<file path="src/rtl/key_pulse_gen.sv">
// key_pulse_gen: N-channel key debounce, one-cycle press pulse, typematic repeat.
// Define KEY_PULSE_GEN_SYNC_EN to insert a 2-flop synchronizer ahead of debounce.
module key_pulse_gen #(
   parameter int N             = 4,
   parameter int DEBOUNCE      = 4,
   parameter int REPEAT_DELAY  = 16,
   parameter int REPEAT_PERIOD = 4
) (
   input  logic         clk,
   input  logic         reset,
   input  logic [N-1:0] in,
   input  logic [N-1:0] rep_en,
   output logic [N-1:0] press,
   output logic [N-1:0] held
);

   localparam int DW = (DEBOUNCE > 1) ? $clog2(DEBOUNCE) : 1;
   localparam int RMAX = (REPEAT_DELAY > REPEAT_PERIOD) ?
                         REPEAT_DELAY : REPEAT_PERIOD;
   localparam int RW = (RMAX > 1) ? $clog2(RMAX) : 1;

   localparam logic [DW-1:0] DB_LAST = DW'(DEBOUNCE - 1);
   localparam logic [RW-1:0] RD_LAST = RW'(REPEAT_DELAY - 1);
   localparam logic [RW-1:0] RP_LAST = RW'(REPEAT_PERIOD - 1);
   localparam logic [RW-1:0] R_SAT   = RW'(RMAX - 1);

   logic [N-1:0]  key_s;

`ifdef KEY_PULSE_GEN_SYNC_EN
   logic [N-1:0]  sync1_q, sync1_d;
   logic [N-1:0]  sync2_q, sync2_d;

   always_comb begin
      sync1_d = in;
      sync2_d = sync1_q;
   end

   always_ff @(posedge clk) begin
      if (!reset) begin
         sync1_q <= '0;
         sync2_q <= '0;
      end else begin
         sync1_q <= sync1_d;
         sync2_q <= sync2_d;
      end
   end

   assign key_s = sync2_q;
`else
   assign key_s = in;
`endif

   logic [N-1:0]  db_q, db_d;
   logic [N-1:0]  rphase_q, rphase_d;
   logic [N-1:0]  press_q, press_d;
   logic [N-1:0]  held_q, held_d;
   logic [DW-1:0] dcnt_q [N];
   logic [DW-1:0] dcnt_d [N];
   logic [RW-1:0] rcnt_q [N];
   logic [RW-1:0] rcnt_d [N];

   always_comb begin
      db_d     = db_q;
      rphase_d = rphase_q;
      press_d  = '0;
      held_d   = held_q;
      for (int i = 0; i < N; i++) begin
         dcnt_d[i] = dcnt_q[i];
         rcnt_d[i] = rcnt_q[i];

         if (key_s[i] == db_q[i]) begin
            dcnt_d[i] = '0;
         end else if (dcnt_q[i] == DB_LAST) begin
            db_d[i]   = key_s[i];
            dcnt_d[i] = '0;
         end else begin
            dcnt_d[i] = dcnt_q[i] + DW'(1);
         end

         held_d[i]  = db_d[i];
         press_d[i] = db_d[i] & ~db_q[i];

         // A release accepted this edge also cancels any repeat due now.
         if (!db_q[i] || !db_d[i] || !rep_en[i]) begin
            rcnt_d[i]   = '0;
            rphase_d[i] = 1'b0;
         end else if (rcnt_q[i] == (rphase_q[i] ? RP_LAST : RD_LAST)) begin
            press_d[i]  = 1'b1;
            rcnt_d[i]   = '0;
            rphase_d[i] = 1'b1;
         end else if (rcnt_q[i] != R_SAT) begin
            rcnt_d[i] = rcnt_q[i] + RW'(1);
         end
      end
   end

   always_ff @(posedge clk) begin
      if (!reset) begin
         db_q     <= '0;
         rphase_q <= '0;
         press_q  <= '0;
         held_q   <= '0;
         for (int i = 0; i < N; i++) begin
            dcnt_q[i] <= '0;
            rcnt_q[i] <= '0;
         end
      end else begin
         db_q     <= db_d;
         rphase_q <= rphase_d;
         press_q  <= press_d;
         held_q   <= held_d;
         for (int i = 0; i < N; i++) begin
            dcnt_q[i] <= dcnt_d[i];
            rcnt_q[i] <= rcnt_d[i];
         end
      end
   end

   assign press = press_q;
   assign held  = held_q;

endmodule

</file>
<file path="config.mk">
export PLATFORM = sky130hd
export DESIGN_NAME = key_pulse_gen
export DESIGN_NICKNAME = d
export VERILOG_FILES = /design/src/rtl/key_pulse_gen.sv
export SDC_FILE = /design/constraint.sdc
export NUM_CORES = 1
export LEC_CHECK = 0
export ABC_AREA = 1
export CORE_UTILIZATION = 30
export CTS_BUF_LIST = sky130_fd_sc_hd__clkbuf_4 sky130_fd_sc_hd__clkbuf_8
export CTS_CLUSTER_DIAMETER = 40
export DETAILED_ROUTE_END_ITERATION = 12
export PLACE_DENSITY = 0.6
export REMOVE_ABC_BUFFERS = 1
export SYNTH_ARGS = -nofsm -noshare
export SYNTH_HDL_FRONTEND = slang
export SYNTH_SLANG_ARGS = --single-unit
export TNS_END_PERCENT = 100
</file>
<file path="constraint.sdc">
create_clock -name clk -period 3.1 [get_ports clk]
set_input_delay 0.775 -clock clk [delete_from_list [all_inputs] [get_ports clk]]
set_output_delay 0.775 -clock clk [all_outputs]
set_load 0.02 [all_outputs]
</file>
Word level (Yosys, flattened, before mapping)
Memory sizes are Yosys's and may differ from the RTL's.
Index checks and enable logic that the tools add are counted.
{"block": "totals", "word_cells": 123, "output_inout_bits": 8, "mem_bits_ro": 0, "ram_bits": 24, "n_memories": 2, "latchBits": 0, "regBits": 12, "input_bits": 10}
{"name": "rcnt_q", "words": 4, "word_bits": 4, "read_ports": 4, "rd_ports_with_merged_regs": 0, "write_ports": 4, "line": "59", "rtl": "logic [RW-1:0] rcnt_q [N];"}
{"name": "dcnt_q", "words": 4, "word_bits": 2, "read_ports": 4, "rd_ports_with_merged_regs": 0, "write_ports": 4, "line": "57", "rtl": "logic [DW-1:0] dcnt_q [N];"}
{"block": "classes", "eq_ne": 16, "bitwise_logic": 17, "reduce_logical": 24, "div": 0, "addsub": 8, "n_mul": 0, "order_cmp": 0, "n_shift": 0, "muxes": 50}
{"op": "two-way mux 4 bit", "count": 20}
{"op": "two-way mux 2 bit", "count": 12}
{"op": "two-way mux 1 bit", "count": 18}
{"op": "adder 4 x 1 -> 4 bit (second input constant)", "count": 4}
{"op": "equality test 4 bit", "count": 4}
{"op": "inequality test 4 bit (second input constant)", "count": 4}
{"op": "zero test 1 bit", "count": 12}
{"op": "adder 2 x 1 -> 2 bit (second input constant)", "count": 4}
{"op": "equality test 2 bit (second input constant)", "count": 4}
{"op": "logical OR 1 bit", "count": 8}
{"op": "OR 1 bit", "count": 8}
{"op": "OR reduction 2 bit", "count": 4}
{"op": "inverter 1 bit", "count": 5}
{"op": "AND 1 bit", "count": 4}
{"op": "equality test 1 bit", "count": 4}

Logic depth before layout (Yosys ltp)
Gate-level depths: netlist (run 1).
{"block": "logic_depth", "depth_word": 8, "mapped_depth": 8, "depth_no_buf": 8}

Worst setup path after synthesis (run 1)
OpenSTA, ideal clock, no wires.
{"block": "synth_path", "path_kind": "input port to flip-flop", "startpoint": "in reset", "endpoint": "mem rcnt_q[0][3] in the netlist's numbering", "required_ns": 3.038, "path_buffers": 1, "setup_time_ns": 0.062, "slack_ns": 1.735, "arrival_ns": 1.303, "cell_stages": 5, "cell_sequence": "buf_2 nand2_1 nor2_4 nand2_4 nor2_2"}
{"item": "start, declared", "line": "10", "rtl": "input logic reset,"}
{"item": "end, declared", "line": "59"}

Final worst setup path (run 1)
{"block": "layout_path", "startpoint": "reg held_q[1], in the netlist held[1]", "endpoint": "out held[1]"}
{"item": "start, declared", "line": "56", "rtl": "logic [N-1:0] held_q, held_d;"}
{"item": "start signal, assigned", "line": "111", "rtl": "held_q <= held_d;"}
{"item": "end, declared", "line": "14", "rtl": "output logic [N-1:0] held"}
No word-level cell between the ends.

==> flow_summary.json, run 1 <==
{
  "tightest_slew_ns": 0.316,
  "path_max_fanout": 5,
  "cp-end-kind": "primary output",
  "grt_usage": 0.103,
  "grt_util_met3": 0.0357,
  "cts_setup_buffers": 0,
  "relSlewSlack": 0.789,
  "hpwl_um": 2070,
  "htreeDepth": 2,
  "tns_ns": 0,
  "max-cap-violations": 0,
  "start_util": 0.321,
  "ys_ff_latch": 36,
  "synth_area_leaders": "dfxtp_1 (43%), nor2_1 (11%), nand2_1 (9.1%), ha_1 (5.9%), inv_1 (5.4%)",
  "root_buffer": "clkbuf_8",
  "top_usage_layer": "met2",
  "worstSetupPathType": "reg2out",
  "antenna_found_initial": 0,
  "core-area_mm2": 0.00524,
  "drv_slew": 0,
  "synth.top_cell.area_share": 0.428,
  "ys_warn_count": 0,
  "vias": 1298,
  "cp_cell_sequence": "clkdlybuf4s50_1",
  "worst_path_max_delay_cell": "clkdlybuf4s50_1",
  "first_iter_violations": 24,
  "grtUsageMet2": 0.161,
  "drc": 0,
  "overflow": 0,
  "cts_tree": "yes",
  "grt_max_degree": 10,
  "netlist-cell-type-count": 22,
  "hold_path.class": "reg2reg",
  "clk_latency_ns": 0.28,
  "min_period_ns": 2.12,
  "clk_pin_slew_ns": 0.06,
  "cts_hold_buf": 0,
  "die_area_mm2": 0.00591,
  "num_antenna_cells": 0,
  "cp.arrival_ns": 1.35,
  "slowest_delay_ns": 0.64,
  "p_leak_nw": 0.850,
  "power_density_mw_per_mm2": 398,
  "crit_buf_inv": 1,
  "peakVddDrop_uv": 219,
  "synthCells": 224,
  "syn2layout_area_growth_pct": 19.1,
  "io_buffers": 17,
  "cp_data_required_time_ns": 2.32,
  "cp_top_family": "buffers and inverters",
  "grt_pass1_wl_um": 4840,
  "firstDrtPassIters": 4,
  "fin_crit_sh": 0.684,
  "cts_resized": 0,
  "fmax_mhz": 472,
  "fp-row-count": 26,
  "rsz0062_at_grt": "false",
  "synth_seq_area_share": 0.428,
  "setup_violations": 0,
  "drt-total-wl_um": 2660,
  "clockBufferDepth": 2,
  "drt-vias-per-instance": 4.12,
  "io_pins": 18,
  "gp_congestion": 0.739,
  "drive_above_1_share": 0.114,
  "grt_pass1_vias": 1168,
  "synthesis.area_mm2": 0.00168,
  "critPathLaunchType": "register",
  "layout.nets": 265,
  "post_drt_wl_per_cell_um": 8.43,
  "die_w_um": 76.9,
  "fin_skew_ns": 0.00484,
  "grt_util_met1": 0.121,
  "synth.avg_cell_area_um2": 7.51,
  "clock_sinks": 36,
  "cts_buffers": 5,
  "holdWs_ns": 0.415,
  "status": "complete, no violations",
  "ant_nets": 0,
  "hold_viol_final": 0,
  "yosys.area.top_type": "dfxtp_1",
  "fin_util": 0.383,
  "die_h_um": 76.9
}
cells by family (layout without fill, tap and decap cells):
kind of cell    after synthesis  count (layout)  share of synthesized area
buf+inv                      31              52                     0.0699
flops                        36              36                      0.428
compound gates               19              19                     0.0647
fa+ha+maj                     8               8                     0.0595
simple gates                120             120                      0.326
xor+xnor                     10              10                     0.0520
synthesized netlist by cell type:
library cell / count
nor2_1: 51
nand2_1: 41
dfxtp_1: 36
inv_1: 24
a21oi_1: 13
ha_1: 8
nor2_2: 8
nand3_1: 7
xor2_1: 6
inv_2: 5
o21a_1: 4
xnor2_1: 4
nand3_2: 3
nand4_1: 3
nor2_4: 3
nand2_4: 2
buf_2: 1
clkinv_1: 1
nand2_2: 1
o21ai_0: 1
o21ai_2: 1
or2_1: 1
registers in the layout, summed over array words and instances, names as in the netlist:
signal,cells
rcnt_q,16
dcnt_q,8
held,4
press,4
rphase_q,4
final cells by class:
type / instances / area, µm²
timing repair buffer: 17 / 170
multi-input combinational: 157 / 845
fill: 547 / 3230
tap: 70 / 87.6
sequential: 36 / 721
clock buffer: 5 / 68.8
inverter: 30 / 113
final timing paths:
| path | start | to | slack [ns] | depth (start not counted) |
|---|---|---|---|---|
| min reg2reg | dcnt_q[3][0] | dcnt_q[3][0] | 0.42 | 1 |
| min | dcnt_q[3][0] | dcnt_q[3][0] | 0.42 | 1 |
| max | held[1] | held[1] | 0.98 | 1 |
| max reg2reg | rcnt_q[3][0] | rcnt_q[3][3] | 1.93 | 6 |
cells in the final DEF (no fill, tap or decap), drive strengths merged:
cell            n
nor2           62
nand2          44
dfxtp          36
inv            29
clkdlybuf4s50  17
a21oi          13
nand3          10
ha              8
xor2            6
clkbuf          5
xnor2           4
o21a            4
nand4           3
o21ai           2
clkinv          1
or2             1
through the flow:
stage | instance area [µm²] | cells | power (mW) | setup slack, ns
after floorplan | 1680 | 223 | 0.500 | 1.83
after global placement | 1940 | 310 | 0.520 | 1.10
after detailed placement | 1940 | 310 | 0.520 | 1.09
after CTS | 2000 | 315 | 0.811 | 0.965
after global routing | 2000 | 315 | 0.838 | 0.923
final | 2000 | 315 | 0.799 | 0.980
report_power, final:
part / switching, mW / internal [mW]
logic: 0.0192 / 0.0185
registers: 0.00298 / 0.469
clock network: 0.145 / 0.145
total: 0.167 / 0.632
per-layer routing:
layer / vias up / part of all wire
met5: - / 0
met4: 0 / 0.028
met3: 5 / 0.041
met2: 19 / 0.41
met1: 538 / 0.52
li1: 736 / -
(Power assumes the default switching activity.)
==> run 2: changes to the inputs <==
- PLACE_DENSITY: 0.6 -> 0.61
- clock period: 3.1 -> 1.8 ns (I/O delays scaled with it)
==> run 2 against run 1 <==
Register-to-register slack lost 1.3 ns; largest cell class unchanged; sequential cell count is the same; critical endpoint is now press[1]; worst setup slack lost 0.83 ns; sequential power grew 72%; global-route usage shrank 0.098 points; critical path depth is the same; non-clock buffer count is the same; power grew 86%.
==> flow_summary.json, run 2 (synthesis results as in run 1) <==
{
  "clockBufferDepth": 2,
  "reg_top3": "rcnt_q (16), dcnt_q (8)",
  "cp-end-kind": "primary output",
  "post_drt_wl_per_cell_um": 8.49,
  "cts_buffers": 5,
  "critPathLaunch": "press[1]",
  "cts_setup_buffers": 0,
  "hold_viol_final": 0,
  "fillers": 536,
  "clk_pin_slew_ns": 0.06,
  "overflow": 0,
  "drv_slew": 0,
  "layout.nets": 265,
  "tns_ns": 0,
  "stdcell_count": 317,
  "cp-endpoint": "press[1]",
  "worst-path-stages": 1,
  "fin_crit_sh": 0.920,
  "cp_data_required_time_ns": 1.35,
  "gp_congestion": 0.739,
  "worst_path_max_delay_cell": "clkdlybuf4s50_1",
  "holdPathStages": 1,
  "cts_tree": "yes",
  "crit_buf_inv": 1,
  "drt-total-wl_um": 2690,
  "cts_hold_buf": 0,
  "grt_usage": 0.102,
  "num_antenna_cells": 0,
  "status": "complete, no violations",
  "io_pins": 18,
  "first_iter_violations": 33,
  "r2r_start": "dcnt_q[2][0]",
  "min_period_ns": 1.66,
  "syn2layout_area_growth_pct": 20.9,
  "die_w_um": 76.9,
  "p_leak_nw": 0.912,
  "power_density_mw_per_mm2": 728,
  "fmax_mhz": 604,
  "core-area_mm2": 0.00524,
  "cp_top_family": "buffers and inverters",
  "drc": 0,
  "clock_sinks": 36,
  "grt_pass1_vias": 1180,
  "relSlewSlack": 0.782,
  "cp.arrival_ns": 1.21,
  "hold_path.class": "reg2reg",
  "grt_pass1_wl_um": 4760,
  "firstDrtPassIters": 6,
  "rsz0062_at_grt": "false",
  "layout_commonest_cell": "nor2_1",
  "layout_common_cells": "nor2_1 (51), nand2_1 (41), dfxtp_1 (36)",
  "slowest_delay_ns": 0.60,
  "tightest_slew_ns": 0.326,
  "die_area_mm2": 0.00591,
  "cp_cell_sequence": "clkdlybuf4s50_1",
  "fin_skew_ns": 0.00216,
  "die_h_um": 76.9,
  "path_max_fanout": 1,
  "clk_latency_ns": 0.28,
  "ant_nets": 0,
  "drt-vias-per-instance": 4.14,
  "worstSetupPathType": "reg2out",
  "htreeDepth": 2,
  "peakVddDrop_uv": 397,
  "r2r-end": "rcnt_q[2][1]",
  "root_buffer": "clkbuf_8",
  "setup_violations": 0,
  "vias": 1311,
  "antenna_found_initial": 0,
  "hpwl_um": 2100,
  "io_buffers": 17,
  "placed_cells": 310,
  "max-cap-violations": 0,
  "r2r_cells": 8,
  "drive_above_1_share": 0.121,
  "start_util": 0.321,
  "r2r_setup_slack_ns": 0.64,
  "critPathLaunchType": "register",
  "grt_max_degree": 11,
  "fp-row-count": 26,
  "largest_reg_flops": 16,
  "top_register": "rcnt_q"
}
## run 2: changes by cell type in the layout (fill, tap and decap cells not counted)
cell | previous run | this run
clkbuf_8 | 5 | 7
dlymetal6s2s_1 | 0 | 2
dlygate4sd2_1 | 0 | 2
clkdlybuf4s50_1 | 17 | 13
## run 2: worst min-delay path by stage
stage / from / to / slack (ns)
after floorplan: dcnt_q[0][0] / dcnt_q[0][0] / 0.40
after global placement: dcnt_q[1][0] / dcnt_q[1][0] / 0.41
after detailed placement: dcnt_q[3][0] / dcnt_q[3][0] / 0.41
after CTS: dcnt_q[3][0] / dcnt_q[3][0] / 0.42
after global routing: dcnt_q[1][0] / dcnt_q[1][0] / 0.44
final: dcnt_q[3][0] / dcnt_q[3][0] / 0.42
## run 2: where the power goes
group	total [mW]	internal, mW	switching (mW)
Sequential	0.812	0.807	0.00511
Combinational	0.0652	0.0316	0.0335
Clock	0.605	0.340	0.264
## run 2: layer usage
metal | global-route usage | vias up | part of all wire
met2 | 0.164 | 19 | 0.43
met3 | 0.0321 | 8 | 0.041
li1 | - | 733 | -
met4 | 0.0692 | 0 | 0.031
met5 | 0 | - | 0
met1 | 0.115 | 551 | 0.50
## run 2: layout make-up
type,instances,area [µm²],share of cell area
multi-input cells,157,845,0.415
flip-flops and latches,36,721,0.354
repair buffers,17,173,0.0849
inverters,30,113,0.0554
clock buffers,7,96.3,0.0474
well taps,70,87.6,0.0431
## run 2: per-stage QoR
step                      instance area, µm²  setup slack, ns  total power, mW  hold WS [ns]   util
after floorplan                         1680            0.742            0.861         0.397      -
after global placement                  1940            0.138            0.895         0.413  0.370
after detailed placement                1940           0.0929            0.896         0.411  0.370
after CTS                               2030           0.0227             1.51         0.421  0.387
after global routing                    2030           0.0818             1.55         0.436  0.388
final                                   2030            0.145             1.48         0.419  0.388
## run 2: timing repair
action                     in CTS  in global routing
setup endpoints to repair       2                  2
gates resized for setup         2                  2
pin swaps                       0                  0
==> run 3: changes to the inputs <==
- CAP_MARGIN: default -> 10
==> results of run 3 <==
Final layout, timing and power as in run 2 (identical DEF).
